`src/rtl/bythoven_pkg.sv`:
```
// rtl/bythoven_pkg.sv - shared widths, scheduler states and event record for the note path
package bythoven_pkg;

    localparam int NOTE_W        = 4;
    localparam int OCT_W         = 2;
    localparam int FREQ_W        = 20;
    localparam int DUR_W         = 16;
    localparam int NOTE_REST_MIN = 12;

    typedef enum logic [1:0] {
        IDLE   = 2'd0,
        LOOKUP = 2'd1,
        PLAY   = 2'd2,
        GAP    = 2'd3
    } sched_state_t;

    typedef struct packed {
        logic [NOTE_W-1:0] note;
        logic [OCT_W-1:0]  octave;
        logic [DUR_W-1:0]  dur;
    } note_evt_t;

    function automatic logic is_rest(input logic [NOTE_W-1:0] n);
        return n >= NOTE_W'(NOTE_REST_MIN);
    endfunction

endpackage

```
`src/rtl/note_fifo.sv`:
```
// rtl/note_fifo.sv - synchronous event queue with full/empty flags and flush
module note_fifo
    import bythoven_pkg::*;
#(
    parameter int DEPTH = 4
) (
    input  logic      clk,
    input  logic      rst,
    input  logic      flush,
    input  logic      push,
    input  note_evt_t wr_data,
    input  logic      pop,
    output note_evt_t rd_data,
    output logic      full,
    output logic      empty
);

    localparam int AW = $clog2(DEPTH);

    note_evt_t       mem [DEPTH];
    logic [AW-1:0]   wr_ptr;
    logic [AW-1:0]   rd_ptr;
    logic [AW:0]     count;
    logic            do_push;
    logic            do_pop;

    assign full    = (count == (AW+1)'(DEPTH));
    assign empty   = (count == '0);
    assign do_push = push && !full;
    assign do_pop  = pop && !empty;
    assign rd_data = mem[rd_ptr];

    always_ff @(posedge clk) begin
        if (rst || flush) begin
            wr_ptr <= '0;
            rd_ptr <= '0;
            count  <= '0;
        end else begin
            if (do_push) wr_ptr <= wr_ptr + AW'(1);
            if (do_pop)  rd_ptr <= rd_ptr + AW'(1);
            case ({do_push, do_pop})
                2'b10:   count <= count + (AW+1)'(1);
                2'b01:   count <= count - (AW+1)'(1);
                default: count <= count;
            endcase
        end
    end

    // Storage is left unreset; pointers alone define what is valid.
    always_ff @(posedge clk) begin
        if (do_push) mem[wr_ptr] <= wr_data;
    end

endmodule

```
`src/rtl/note_scheduler.sv`:
```
// rtl/note_scheduler.sv - plays queued note events through the frequency calculator as a square wave
module note_scheduler
    import bythoven_pkg::*;
#(
    parameter int CLK_HZ      = 50000000,
    parameter int TICK_CYCLES = 50000,
    parameter int GAP_TICKS   = 2,
    parameter int FIFO_DEPTH  = 4
) (
    input  logic              clk,
    input  logic              rst,
    input  logic              in_valid,
    output logic              in_ready,
    input  logic [NOTE_W-1:0] in_note,
    input  logic [OCT_W-1:0]  in_octave,
    input  logic [DUR_W-1:0]  in_dur,
    input  logic              stop,
    output logic [NOTE_W-1:0] fc_note,
    output logic [OCT_W-1:0]  fc_octave,
    input  logic [FREQ_W-1:0] fc_freq,
    output logic              tone,
    output logic              busy,
    output logic              done
);

    localparam int ACC_W = $clog2(CLK_HZ) + 1;
    localparam int SUM_W = ((ACC_W > FREQ_W) ? ACC_W : FREQ_W) + 1;
    localparam int PRE_W = (TICK_CYCLES > 1) ? $clog2(TICK_CYCLES) : 1;
    localparam logic [SUM_W-1:0] HALF = SUM_W'(CLK_HZ / 2);

    sched_state_t      state;
    note_evt_t         head;
    note_evt_t         wr_evt;
    logic              full;
    logic              empty;
    logic              push;
    logic              pop;
    logic [DUR_W-1:0]  dur_r;
    logic [FREQ_W-1:0] freq_r;
    logic [ACC_W-1:0]  acc;
    logic [SUM_W-1:0]  sum;
    logic [SUM_W-1:0]  sum_wrap;
    logic [PRE_W-1:0]  presc;
    logic [DUR_W-1:0]  tick_cnt;
    logic [DUR_W-1:0]  tick_nxt;
    logic              presc_wrap;
    logic              play_end;
    logic              gap_end;

    assign in_ready = !full && !stop;
    assign push     = in_valid && in_ready;
    assign pop      = (state == IDLE) && !empty && !stop;
    assign wr_evt   = '{note: in_note, octave: in_octave, dur: in_dur};

    note_fifo #(.DEPTH(FIFO_DEPTH)) u_fifo (
        .clk     (clk),
        .rst     (rst),
        .flush   (stop),
        .push    (push),
        .wr_data (wr_evt),
        .pop     (pop),
        .rd_data (head),
        .full    (full),
        .empty   (empty)
    );

    assign sum        = SUM_W'(acc) + SUM_W'(freq_r);
    assign sum_wrap   = sum - HALF;
    assign presc_wrap = (presc == PRE_W'(TICK_CYCLES - 1));
    assign tick_nxt   = tick_cnt + DUR_W'(1);
    assign play_end   = presc_wrap && (tick_nxt == dur_r);
    assign gap_end    = (GAP_TICKS == 0) || (presc_wrap && (tick_nxt == DUR_W'(GAP_TICKS)));

    // done is the last GAP cycle itself, so the next event pops right after it.
    assign done = (state == GAP) && gap_end && !stop && !rst;
    assign busy = (state != IDLE) || !empty;

    always_ff @(posedge clk) begin
        if (rst) begin
            state     <= IDLE;
            tone      <= 1'b0;
            acc       <= '0;
            presc     <= '0;
            tick_cnt  <= '0;
            dur_r     <= '0;
            freq_r    <= '0;
            fc_note   <= '0;
            fc_octave <= '0;
        end else if (stop) begin
            state    <= IDLE;
            tone     <= 1'b0;
            acc      <= '0;
            presc    <= '0;
            tick_cnt <= '0;
        end else begin
            case (state)
                IDLE: begin
                    if (pop) begin
                        fc_note   <= head.note;
                        fc_octave <= head.octave;
                        dur_r     <= head.dur;
                        state     <= LOOKUP;
                    end
                end
                LOOKUP: begin
                    freq_r   <= fc_freq;
                    acc      <= '0;
                    presc    <= '0;
                    tick_cnt <= '0;
                    tone     <= 1'b0;
                    state    <= (dur_r == '0) ? GAP : PLAY;
                end
                PLAY: begin
                    if (play_end) begin
                        state    <= GAP;
                        tone     <= 1'b0;
                        acc      <= '0;
                        presc    <= '0;
                        tick_cnt <= '0;
                    end else begin
                        presc <= presc_wrap ? '0 : presc + PRE_W'(1);
                        if (presc_wrap) tick_cnt <= tick_nxt;
                        if (is_rest(fc_note)) begin
                            tone <= 1'b0;
                            acc  <= '0;
                        end else if (sum >= HALF) begin
                            acc  <= ACC_W'(sum_wrap);
                            tone <= ~tone;
                        end else begin
                            acc <= ACC_W'(sum);
                        end
                    end
                end
                GAP: begin
                    tone <= 1'b0;
                    acc  <= '0;
                    if (gap_end) begin
                        state    <= IDLE;
                        presc    <= '0;
                        tick_cnt <= '0;
                    end else begin
                        presc <= presc_wrap ? '0 : presc + PRE_W'(1);
                        if (presc_wrap) tick_cnt <= tick_nxt;
                    end
                end
                default: state <= IDLE;
            endcase
        end
    end

endmodule

```
`config.mk`:
```
export PLATFORM = sky130hd
export DESIGN_NAME = note_scheduler
export DESIGN_NICKNAME = d
export VERILOG_FILES = /design/src/rtl/bythoven_pkg.sv /design/src/rtl/note_fifo.sv /design/src/rtl/note_scheduler.sv
export SDC_FILE = /design/constraint.sdc
export NUM_CORES = 1
export LEC_CHECK = 0
export ABC_AREA = 1
export BUFFER_PORTS_ARGS = -buffer_cell sky130_fd_sc_hd__buf_2
export CORE_ASPECT_RATIO = 1.1
export CORE_MARGIN = 5
export CORE_UTILIZATION = 56
export CTS_CLUSTER_DIAMETER = 200
export CTS_CLUSTER_SIZE = 30
export DETAILED_ROUTE_END_ITERATION = 7
export HOLD_SLACK_MARGIN = 0.02
export PLACE_DENSITY = 0.81
export SLEW_MARGIN = 0
export SYNTH_ARGS = -nofsm -noshare
export SYNTH_HDL_FRONTEND = slang
export SYNTH_SLANG_ARGS = --single-unit
```
`constraint.sdc`:
```
create_clock -name clk -period 2.95 [get_ports clk]
set_input_delay 0.59 -clock clk [delete_from_list [all_inputs] [get_ports clk]]
set_output_delay 0.59 -clock clk [all_outputs]
set_load 0.05 [all_outputs]
```
Yosys cells after proc, flatten, opt, wreduce, memory -nomap -nowiden
Memory sizes are Yosys's and may differ from the RTL's. A register that Yosys moved wholly into a read port is not among the register bits.
Cells that the tools add are included.
Operators by class
  mux-type cells: 24
  equality and inequality tests: 13
  magnitude comparators: 2
  bitwise logic cells: 2
  reduce and logical (&&, ||, !) cells: 30
  $add $sub $neg: 8
Operator list (count)
  2-to-1 mux 16 bit: 6
  case mux 16 bit (3 select lines): 2
  2-to-1 mux 27 bit: 3
  case mux 27 bit (2 select lines): 1
  adder 16 x 1 -> 16 bit (second input constant): 2
  adder 27 x 20 -> 28 bit: 1
  >= comparator 28 x 25 -> 1 bit (second input constant): 1
  subtractor 27 x 25 -> 27 bit (second input constant): 1
  == test 16 bit: 1
  == test 16 bit (second input constant): 1
  == test 16 x 2 -> 1 bit (second input constant): 1
  logical NOT 16 bit: 1
  logical AND 1 bit: 11
  case mux 2 bit (4 select lines): 1
  == test 2 bit (second input constant): 3
  2-to-1 mux 1 bit: 6
  2-to-1 mux 2 bit: 3
  case mux 3 bit (2 select lines): 1
  AND reduction 3 bit: 2
  nonzero test 2 bit: 3
  adder 2 x 1 -> 2 bit (second input constant): 2
  == test 2 x 1 -> 1 bit (second input constant): 2
  >= comparator 4 bit (second input constant): 1
  logical NOT 1 bit: 4
  14 further kinds: 19
Word-level totals
  register bits: 89
  word-level logic and storage cells: 89
  input bits: 46
  bits in writable memories: 88
  memories kept: 1
Memories
  u_fifo.mem: depth 4, width 22, rd ports 1, clocked after Yosys merged registers in 1, write ports 1, line note_fifo.sv:20  | note_evt_t mem [DEPTH];

Depth between registers and ports, before layout
  word-level depth: 7
  gate-level depth with buffers: 24
  mapped depth without buffers: 22

Cells and area by module
A second synthesis with hierarchy kept.
Second synthesis, totals
  cell total of the unflattened synthesis: 1557
  area total of the unflattened synthesis: 11492.3 um^2
By module, submodules not included
  note_scheduler: area an instance 7677.4 um^2, instances 1, cells an instance 1272
  note_fifo: area an instance 3814.9 um^2, instances 1, cells an instance 285

Worst setup path before layout
Ideal clock, no wire load.
  path kind: flip-flop to output port
  start: reg tick_cnt[0]
  end: out done
  data required time: 2360 ps
  path buffers: 0
  slack: -803 ps
  arrival: 3163 ps
  cell stages (with the launch flop): 10
  cells stage by stage: dfxtp_1 ha_1 nand2_1 nor2_1 nand2_1 xor2_1 nand3_1 nor4_1 nand4_1 nor4_1
Between the ends
  cells in the longest elaborated chain, start to end: 6
Ends and longest elaborated chain
  start, declared: line note_scheduler.sv:44  | logic [DUR_W-1:0] tick_cnt;
  start signal, assigned: line note_scheduler.sv:122  | if (presc_wrap) tick_cnt <= tick_nxt;
  start signal, assigned: line note_scheduler.sv:143  | if (presc_wrap) tick_cnt <= tick_nxt;
  adder 16 x 1 -> 16 bit: line note_scheduler.sv:70  | assign tick_nxt = tick_cnt + DUR_W'(1);
  == test 16 x 2 -> 1 bit: line note_scheduler.sv:72  | assign gap_end = (GAP_TICKS == 0) || (presc_wrap && (tick_nxt == DUR_W'(GAP_TICKS)));
  logical AND 1 bit: line note_scheduler.sv:72
  logical AND 1 bit (3 in a row): line note_scheduler.sv:75  | assign done = (state == GAP) && gap_end && !stop && !rst;
  end, declared: line note_scheduler.sv:23  | output logic done
No other way between the ends.

Worst setup path after layout
Ends and elaborated chain as after synthesis.

==> impl_metrics.tcl <==
set metrics [dict create \
    worstPathArrival_ps 2560 \
    yosysMostFrequentCell "nand2_1" \
    max_stage_delay_ps 370 \
    synth_top_flop_cell "dfxtp_1" \
    postSynthCellCount 1557 \
    cts_tree "yes" \
    final_hold_viol_count 0 \
    rsz0062_at_grt "true" \
    wl_per_cell_um 16.3 \
    outcome "finished, violations left" \
    crit_fanout 3 \
    violations "negative setup slack" \
    cp_cell_sequence "ha_4 > nand2_4 > nor2_4 > nand2_2 > xor2_2 > nand3_2 > nor4_2 > nand4_1 > nor4_2 > buf_4" \
    reg2reg_from "acc[7]$_SDFFE_PP0P_" \
    hold_path.startpoint "in_dur[12]" \
    grt_usage_pct 24.3 \
    yosysTopAreaCellShare_pct 23.4 \
    worstMarginPinSlew_ps 1170 \
    ys_async_sr_fraction_pct 0 \
    num_io_pins 56 \
    die_y_um 159 \
    setup_viol 1 \
    crit_start "tick_cnt[0]$_SDFFE_PP0P_" \
    fin_util_pct 68.9 \
    numPortBuffers 55 \
    hold_path_class "in2reg" \
    ys_ff_latch 199 \
    grt_pass1_vias 10318 \
    synth_area_sq_mm 0.0113 \
    avgSynthCellArea_sq_um 7.26 \
    yosys_warnings 0 \
    synth_edf_count 88 \
    cp.required_ps 2360 \
    cts_buffers 17 \
    ctsHoldBuffers 0 \
    yosys-top-cells-area "edfxtp_1 23%, dfxtp_1 20%, nand2_1 13%" \
    vias_per_cell 5.75 \
    drive_gt1_share_pct 21.5 \
    fin_crit_ps 3150 \
    clkTransAtPathRegs_ps 80 \
    fin_ws_ps -198 \
    clkLatencyLatePin_ps 440 \
    drt_first_pass_iters 6 \
    pwr_density_cell_mw_per_mm2 418 \
    ir_worst_vdd_mv 0.474 \
    fin_crit_sh_pct 107 \
    finClkSkew_ps 14.1 \
    root_buffer "clkbuf_16" \
    ant_nets 0 \
    fmax_mhz 318 \
    start_util_pct 56.9 \
    dp_hpwl_mm 20.3 \
    die_x_um 145 \
    core.rowCount 54 \
    vias 11078 \
    slew_viol_final 0 \
    core_area_sq_mm 0.0199 \
    grt_overflow 0 \
    gp_congestion 0.947 \
    yosysUniqueCellTypes 48 \
    hold_slack_ps 356 \
    clock_path_buffers 2 \
    crit_family "simple AND/OR/NAND/NOR gates" \
    syn_to_final_growth_pct 21.2 \
    path_buf_inv 1 \
    synth_nets 1640 \
    nFillCells 1477 \
    cap_violations 0 \
    n_antenna_cell 0 \
    nNetsFinal 1743 \
    leakage_uw 0.00571 \
    routed_wl_mm 31.3 \
    crit_path_start_kind "register" \
    die_area_sq_mm 0.0231 \
    synthTopCellsByCount "386 x nand2_1, 229 x nor2_1, 183 x inv_1, 111 x dfxtp_1, 104 x o21ai_0" \
    antenna_found_initial 0 \
    drc 0 \
    pre_cts_ws_ps -29.6 \
    path_common_cell "nor4_2" \
    ys_seq_area_share_pct 43.1 \
    grt_max_degree 50 \
    criticalPathCategory "reg2out" \
    grt_pass1_wl_mm 47.3 \
    cts.htree.levels 4 \
    yosys.area.top_type "edfxtp_1" \
    cts.sinks 199 \
    relSlewSlack_pct 21.9 \
    cp-end-kind "output port" \
    drtIter0Drc 894 \
    critPathSlowestCell "dfxtp_4" \
]
state kept, by name, indices dropped and copies added (netlist names):
signal / flops
u_fifo.wr_ptr: 2
state: 2
tick_cnt: 16
acc: 27
fc_note: 4
fc_octave: 2
u_fifo.rd_ptr: 2
u_fifo.mem: 88
presc: 16
dur_r: 16
u_fifo.count: 3
tone: 1
freq_r: 20
power breakdown:
group | switching (uW) | total [uW] | internal (uW)
logic | 286 | 429 | 143
clock network | 1200 | 2350 | 1150
registers | 32.1 | 2950 | 2920
total | 1520 | 5730 | 4210
what timing repair did:
| item | CTS | global route |
|---|---|---|
| pin swaps | 0 | 34 |
| gates resized for setup | 11 | 180 |
| gates cloned | 0 | 4 |
| endpoints found under the setup margin | 19 | 29 |
| endpoints found under the hold margin | 0 | 0 |
| buffers inserted | 0 | 20 |
cell type report:
cell class	count	area (sq um)	area share, %
clock inverter	15	176	1.29
inverter	188	708	5.17
multi-input combinational	1122	6240	45.6
clock buffer	17	425	3.11
tap	252	315	2.30
sequential	199	4900	35.8
timing repair buffer	132	918	6.71
metal layers:
metal / part of all wire [%] / global-route usage (%) / routed length (um) / vias to the layer above
li1: - / - / - / 5311
met1: 38 / 27.9 / 12000 / 5139
met2: 50 / 44.4 / 15800 / 493
met3: 6.3 / 3.16 / 1980 / 135
met4: 5.1 / 11.7 / 1590 / 0
met5: 0 / 0 / 0 / -
stage by stage:
| stage | total power (uW) | TNS (ps) | area (sq um) | instances |
|---|---|---|---|---|
| after floorplan | 3260 | -27440 | 11300 | 1557 |
| after global placement | 3400 | 0 | 12100 | 1869 |
| after detailed placement | 3400 | -145 | 12100 | 1869 |
| after CTS | 5710 | -212 | 12700 | 1901 |
| after global routing | 5920 | -2450 | 13700 | 1925 |
| final | 5730 | -198 | 13700 | 1925 |
cells in the final DEF (no fill, tap or decap), drive strengths merged, types with 21 or more instances in the layout:
master	count
a21oi	75
a31oi	24
buf	130
dfxtp	111
edfxtp	88
ha	35
inv	192
nand2	403
nand3	103
nand4	32
nor2	243
nor3	21
o21ai	106
xor2	24
cell families after synthesis:
group	Yosys count	share of synthesized area [%]
xor+xnor	32	2.48
compound gates	229	11.0
buf+inv	237	8.23
fa+ha+maj	37	4.23
flops	199	43.1
simple gates	823	31.0
final timing paths:
check                           endpoint  slack (ps)  cells after the start
max reg2reg          acc[9]$_SDFFE_PP0P_          30                     19
max                                 done        -200                     10
min          u_fifo.mem[3][12]$_DFFE_PP_         360                      1
min reg2reg        presc[0]$_SDFFE_PP0P_         470                      1
(Power assumes the default switching activity.)
